--- src/rtl/fft_pkg.sv ---
// Shared constants and arbiter state encoding for the FFT frame arbiter slice.
package fft_pkg;

    localparam int SIGNAL_W = 50;

    typedef enum logic [1:0] {
        IDLE   = 2'd0,
        GRANT0 = 2'd1,
        GRANT1 = 2'd2
    } arb_state_e;

endpackage

--- src/rtl/fft_tag_fifo.sv ---
// One-bit-wide tag FIFO recording which channel owns each frame inside the FFT core.
module fft_tag_fifo #(
    parameter int DEPTH = 4
) (
    input  logic clk_i,
    input  logic rst_i,
    input  logic push_i,
    input  logic push_data_i,
    input  logic pop_i,
    output logic head_o,
    output logic full_o,
    output logic empty_o
);

    localparam int PTR_W = (DEPTH > 1) ? $clog2(DEPTH) : 1;
    localparam int CNT_W = $clog2(DEPTH + 1);

    logic             mem_q [DEPTH];
    logic [PTR_W-1:0] wr_q;
    logic [PTR_W-1:0] rd_q;
    logic [CNT_W-1:0] cnt_q;
    logic [CNT_W-1:0] cnt_d;

    function automatic logic [PTR_W-1:0] ptr_next(input logic [PTR_W-1:0] p);
        return (p == PTR_W'(DEPTH - 1)) ? '0 : p + 1'b1;
    endfunction

    always_comb begin
        cnt_d = cnt_q;
        if (push_i && !pop_i) begin
            cnt_d = cnt_q + 1'b1;
        end else if (pop_i && !push_i) begin
            cnt_d = cnt_q - 1'b1;
        end
    end

    always_ff @(posedge clk_i) begin
        if (!rst_i) begin
            wr_q  <= '0;
            rd_q  <= '0;
            cnt_q <= '0;
        end else begin
            if (push_i) wr_q <= ptr_next(wr_q);
            if (pop_i)  rd_q <= ptr_next(rd_q);
            cnt_q <= cnt_d;
        end
    end

    // Storage needs no reset: the pointers alone define which entries are live.
    always_ff @(posedge clk_i) begin
        if (push_i) mem_q[wr_q] <= push_data_i;
    end

    assign head_o  = mem_q[rd_q];
    assign full_o  = (cnt_q == CNT_W'(DEPTH));
    assign empty_o = (cnt_q == '0);

endmodule

--- src/rtl/fft_frame_arbiter.sv ---
// Two-channel frame arbiter in front of an FFT core; tags each frame with its
// source channel and re-attaches that tag to the core's results.
module fft_frame_arbiter
    import fft_pkg::*;
#(
    parameter int FRAME_LEN = 8,
    parameter int TAG_DEPTH = 4
) (
    input  logic                clk_i,
    input  logic                rst_i,
    input  logic [SIGNAL_W-1:0] ch0_signal_i,
    input  logic                ch0_valid_i,
    output logic                ch0_ready_o,
    input  logic [SIGNAL_W-1:0] ch1_signal_i,
    input  logic                ch1_valid_i,
    output logic                ch1_ready_o,
    output logic [SIGNAL_W-1:0] core_signal_o,
    output logic                core_valid_o,
    input  logic                core_ready_i,
    input  logic [SIGNAL_W-1:0] core_signal_i,
    input  logic                core_valid_i,
    output logic                core_ready_o,
    output logic [SIGNAL_W-1:0] out_signal_o,
    output logic                out_valid_o,
    input  logic                out_ready_i,
    output logic                out_chan_o,
    output logic                out_last_o,
    output logic                err_o,
    output arb_state_e          dbg_state_o
);

    localparam int CNT_W = $clog2(FRAME_LEN);
    localparam logic [CNT_W-1:0] LAST_BEAT = CNT_W'(FRAME_LEN - 1);

    arb_state_e       state_q;
    logic             ptr_q;
    logic [CNT_W-1:0] in_cnt_q;
    logic [CNT_W-1:0] out_cnt_q;
    logic             err_q;

    logic tag_full;
    logic tag_empty;
    logic tag_head;
    logic in_fire;
    logic out_fire;
    logic tag_push;
    logic tag_pop;

    // Valid/ready: a beat moves on a pair exactly in a cycle where both are high.
    always_comb begin
        core_signal_o = '0;
        core_valid_o  = 1'b0;
        ch0_ready_o   = 1'b0;
        ch1_ready_o   = 1'b0;
        case (state_q)
            GRANT0: begin
                core_signal_o = ch0_signal_i;
                core_valid_o  = ch0_valid_i;
                ch0_ready_o   = core_ready_i;
            end
            GRANT1: begin
                core_signal_o = ch1_signal_i;
                core_valid_o  = ch1_valid_i;
                ch1_ready_o   = core_ready_i;
            end
            default: ;
        endcase
    end

    assign in_fire  = core_valid_o & core_ready_i;
    assign tag_push = in_fire & (in_cnt_q == LAST_BEAT);

    // Results are held off while no tag is outstanding, so none is ever lost.
    assign out_signal_o = core_signal_i;
    assign out_valid_o  = core_valid_i & ~tag_empty;
    assign core_ready_o = out_ready_i & ~tag_empty;
    assign out_fire     = core_valid_i & core_ready_o;
    assign tag_pop      = out_fire & (out_cnt_q == LAST_BEAT);
    assign out_chan_o   = tag_head & ~tag_empty;
    assign out_last_o   = (out_cnt_q == LAST_BEAT);
    assign err_o        = err_q;
    assign dbg_state_o  = state_q;

    always_ff @(posedge clk_i) begin
        if (!rst_i) begin
            state_q  <= IDLE;
            ptr_q    <= 1'b0;
            in_cnt_q <= '0;
        end else begin
            case (state_q)
                IDLE: begin
                    if (!tag_full && (ch0_valid_i || ch1_valid_i)) begin
                        if (ch0_valid_i && ch1_valid_i) begin
                            state_q <= ptr_q ? GRANT1 : GRANT0;
                        end else begin
                            state_q <= ch0_valid_i ? GRANT0 : GRANT1;
                        end
                    end
                end
                GRANT0, GRANT1: begin
                    if (in_fire) begin
                        if (in_cnt_q == LAST_BEAT) begin
                            in_cnt_q <= '0;
                            ptr_q    <= (state_q == GRANT0);
                            state_q  <= IDLE;
                        end else begin
                            in_cnt_q <= in_cnt_q + 1'b1;
                        end
                    end
                end
                default: state_q <= IDLE;
            endcase
        end
    end

    always_ff @(posedge clk_i) begin
        if (!rst_i) begin
            out_cnt_q <= '0;
            err_q     <= 1'b0;
        end else begin
            if (out_fire) begin
                out_cnt_q <= (out_cnt_q == LAST_BEAT) ? '0 : out_cnt_q + 1'b1;
            end
            if (core_valid_i && tag_empty) begin
                err_q <= 1'b1;
            end
        end
    end

    fft_tag_fifo #(
        .DEPTH (TAG_DEPTH)
    ) u_tag_fifo (
        .clk_i       (clk_i),
        .rst_i       (rst_i),
        .push_i      (tag_push),
        .push_data_i (state_q == GRANT1),
        .pop_i       (tag_pop),
        .head_o      (tag_head),
        .full_o      (tag_full),
        .empty_o     (tag_empty)
    );

endmodule

--- config.mk ---
export PLATFORM = sky130hd
export DESIGN_NAME = fft_frame_arbiter
export DESIGN_NICKNAME = d
export VERILOG_FILES = /design/src/rtl/fft_pkg.sv /design/src/rtl/fft_tag_fifo.sv /design/src/rtl/fft_frame_arbiter.sv
export SDC_FILE = /design/constraint.sdc
export NUM_CORES = 1
export LEC_CHECK = 0
export ABC_AREA = 1
export CORE_ASPECT_RATIO = 0.6
export CORE_MARGIN = 3
export CORE_UTILIZATION = 28
export DETAILED_ROUTE_END_ITERATION = 12
export GPL_TIMING_DRIVEN = 0
export PLACE_DENSITY = 0.93
export SLEW_MARGIN = 10
export SYNTH_ARGS = -nofsm -noshare
export SYNTH_HDL_FRONTEND = slang
export SYNTH_SLANG_ARGS = --single-unit
--- constraint.sdc ---
create_clock -name clk_i -period 2.55 [get_ports clk_i]
set_input_delay 0.51 -clock clk_i [delete_from_list [all_inputs] [get_ports clk_i]]
set_output_delay 0.51 -clock clk_i [all_outputs]
set_load 0.01 [all_outputs]
==> impl_metrics.env <==
export IMPL_worstReg2RegStart="dbg_state_o[0]"
export IMPL_wirelength_um=11600
export IMPL_synthAdderAreaFrac_pct=8.022
export IMPL_track_usage_pct=21.85
export IMPL_r2r_slack_ns=0.14
export IMPL_grt_pass1_vias=3107
export IMPL_endpoint_kind="output port"
export IMPL_postRouteAntennaNets=0
export IMPL_reg2reg_to="u_tag_fifo.cnt_q[2]"
export IMPL_cts_tree="done"
export IMPL_leakage_nw=2.327
export IMPL_finalHoldViolations=0
export IMPL_critPathRequiredTime_ns=2.04
export IMPL_antenna_found_initial=0
export IMPL_r2r_cells=15
export IMPL_outcome="completed"
export IMPL_hold_start="err_o"
export IMPL_setup_tns_ns=0
export IMPL_stdcell_count=691
export IMPL_fin_worst_hold_slack_ns=0.4802
export IMPL_worstPathArrival_ns=1.94
export IMPL_die_area_um2=9287
export IMPL_io_buffers=216
export IMPL_synth_xor_area_share_pct=0
export IMPL_first_pass_iters=4
export IMPL_fin_util_pct=62.71
export IMPL_synth_edf_count=4
export IMPL_power_density_nw_per_um2=495.8
export IMPL_synth_most_common_cell="nand2_1"
export IMPL_worst_pin_slew_ns=0.3783
export IMPL_yosys_area_top_type="nand2_1"
export IMPL_routed_via_density=4.556
export IMPL_drv_cap=0
export IMPL_gp_congestion=0.8375
export IMPL_rows=24
export IMPL_place_inst=686
export IMPL_yosysSeqAreaShare_pct=21.98
export IMPL_htree_levels=1
export IMPL_cts_clk_slew_worst_paths_ns=0.06
export IMPL_holdPathStages=1
export IMPL_cp_max_fo=4
export IMPL_yosysTopAreaCellShare_pct=19.29
export IMPL_clockBufferDepth=2
export IMPL_grt_max_degree=14
export IMPL_io_pins=267
export IMPL_path_cells="clkdlybuf4s50_1 > inv_1 > nor2_1 > clkdlybuf4s50_1"
export IMPL_yosys_mux_area_fraction_pct=0
export IMPL_first_iter_violations=135
export IMPL_cts_sinks=23
export IMPL_hold_buffers=0
export IMPL_grt_pass1_wl_um=15900
export IMPL_irDropWorstVdd_mv=0.3220
export IMPL_cp_start_kind="input pin"
export IMPL_layout_area_overhead_vs_synth_pct=108.4
export IMPL_drv_slew=0
export IMPL_synth_top_cells_by_count="nand2_1 (117), a21oi_1 (64), buf_4 (52)"
export IMPL_hpwl_um=9855
export IMPL_crit_type="in -> out"
export IMPL_hold_path_class="reg -> reg"
export IMPL_ctsRootBufferMaster="clkbuf_16"
export IMPL_start_util_pct=30.09
export IMPL_yosysWarnings=0
export IMPL_setup_violations=0
export IMPL_cpPeakStageDelay_ns=0.60
export IMPL_die_y_um=75.86
export IMPL_post_cts_buffers=0
export IMPL_ys_seq_elements=23
export IMPL_finalNetCount=758
export IMPL_startpoint="out_ready_i"
export IMPL_yosys_top_cells_area="nand2_1 (19%), buf_4 (17%), dfxtp_1 (17%)"
export IMPL_drc=0
export IMPL_rsz0062_at_grt="false"
export IMPL_critPathSlowestCell="clkdlybuf4s50_1"
export IMPL_overflow=0
export IMPL_die_x_um=122.4
export IMPL_drive_above_1_share_pct=15.19
export IMPL_postSynthCellCount=366
export IMPL_skew_ns=0.002034
export IMPL_synth_flop_cell="dfxtp_1"
export IMPL_synth_top_family_by_area="simple AND/OR/NAND/NOR gates"
export IMPL_vias=3148
export IMPL_synth_compound_area_share_pct=17.58
export IMPL_max_slew_margin_pct=74.78
export IMPL_finalPower_mw=2.353
export IMPL_clock_latency_ns=0.25
export IMPL_ys_async_sr_fraction_pct=0
export IMPL_syn_num_nets=537
export IMPL_numCtsBuffers=3
export IMPL_critPathMostFrequentCell="clkdlybuf4s50_1"
export IMPL_timing_fmax_ghz=0.4080
export IMPL_netlist_area_um2=2277
export IMPL_synth_simple_area_share_pct=28.35
export IMPL_ys_types=23
export IMPL_fin_crit_sh_pct=96.11
export IMPL_wl_per_cell_um=16.79
export IMPL_core_area_um2=7567
export IMPL_syn_avg_cell_area_um2=6.222
export IMPL_whs_endpoint="err_o"
export IMPL_min_period_ns=2.451
cells by family (layout without fill, tap and decap cells):
| logic type | Yosys count | in the layout |
|---|---|---|
| adders and majority gates | 14 | 14 |
| buffers and inverters | 94 | 314 |
| and+or+nand+nor | 157 | 157 |
| DFF | 23 | 23 |
| other | 0 | 1 |
| AOI/OAI and AO/OA | 78 | 78 |
layout by cell type (no fill, tap or decap), types with 2 or more instances in the layout:
cell type	Yosys	routed
a21oi_1	64	61
a21oi_2	0	3
buf_4	52	58
buf_6	0	2
clkbuf_16	0	3
clkbuf_4	0	5
clkdlybuf4s50_1	0	165
dfxtp_1	19	18
dlygate4sd2_1	0	32
dlymetal6s2s_1	0	19
edfxtp_1	4	4
ha_1	13	11
inv_1	24	22
inv_2	2	4
nand2_1	117	117
nand2_2	4	4
nand3_1	7	7
nand4_1	2	2
nor2_1	22	22
o21a_1	2	2
o21ai_0	10	10
worst max-delay path: cells and delay by family:
family | cells | cell delay [ns]
buffers and inverters | 3 | 1.17
and+or+nand+nor | 1 | 0.26
worst max-delay path by stage:
stage,end,slack (ns),cells after the start
global placement,core_signal_o[22],-0.06,7
floorplan,u_tag_fifo.cnt_q[2],0.42,15
CTS,core_signal_o[37],-0.03,7
finish,core_ready_o,0.1,4
global route,u_tag_fifo.cnt_q[2],0.009,15
detailed placement,core_signal_o[22],-0.11,7
sequential cells by signal (all words and copies together) (netlist names), named ones only:
register          count
dbg_state_o           2
in_cnt_q              3
u_tag_fifo.mem_q      4
u_tag_fifo.cnt_q      3
ptr_q                 1
out_cnt_q             3
u_tag_fifo.wr_q       2
u_tag_fifo.rd_q       2
err_o                 1
per-stage QoR:
stage	setup slack (ns)	instance area [um^2]
finish	0.09929	4746
global route	0.008547	4743
CTS	-0.02769	4683
detailed placement	-0.1137	4569
global placement	-0.05624	4569
floorplan	0.4187	2277
layer usage:
| layer | global-route usage, % | up-vias | part of all wire (%) |
|---|---|---|---|
| li1 | - | 1557 | - |
| met1 | 25.39 | 1443 | 38 |
| met2 | 40.15 | 130 | 52 |
| met3 | 4.303 | 18 | 7.3 |
| met4 | 9.181 | 0 | 3.0 |
| met5 | 0 | - | 0 |
report_power, final:
group / switching [mW] / internal [mW] / total (mW)
clock network: 0.124 / 0.211 / 0.335
logic: 0.857 / 0.757 / 1.61
registers: 0.0124 / 0.391 / 0.403
repair_timing:
item                                   in CTS  in global routing
endpoints found under the hold margin       0                  0
gates resized for setup                    67                 32
setup endpoints to repair                  53                 20
final cells by class:
| type | instances | area (um^2) |
|---|---|---|
| Tap cell | 104 | 130.1 |
| Antenna cell | 1 | 2.502 |
| Clock buffer | 3 | 75.07 |
| Buffer | 68 | 509.2 |
| Inverter | 26 | 97.59 |
| Fill cell | 636 | 2821 |
| Multi-Input combinational cell | 249 | 1255 |
| Sequential cell | 23 | 501.7 |
| Timing Repair Buffer | 216 | 2170 |
| Clock inverter | 1 | 5.005 |
Note: power is estimated with default switching activity, not from simulation.
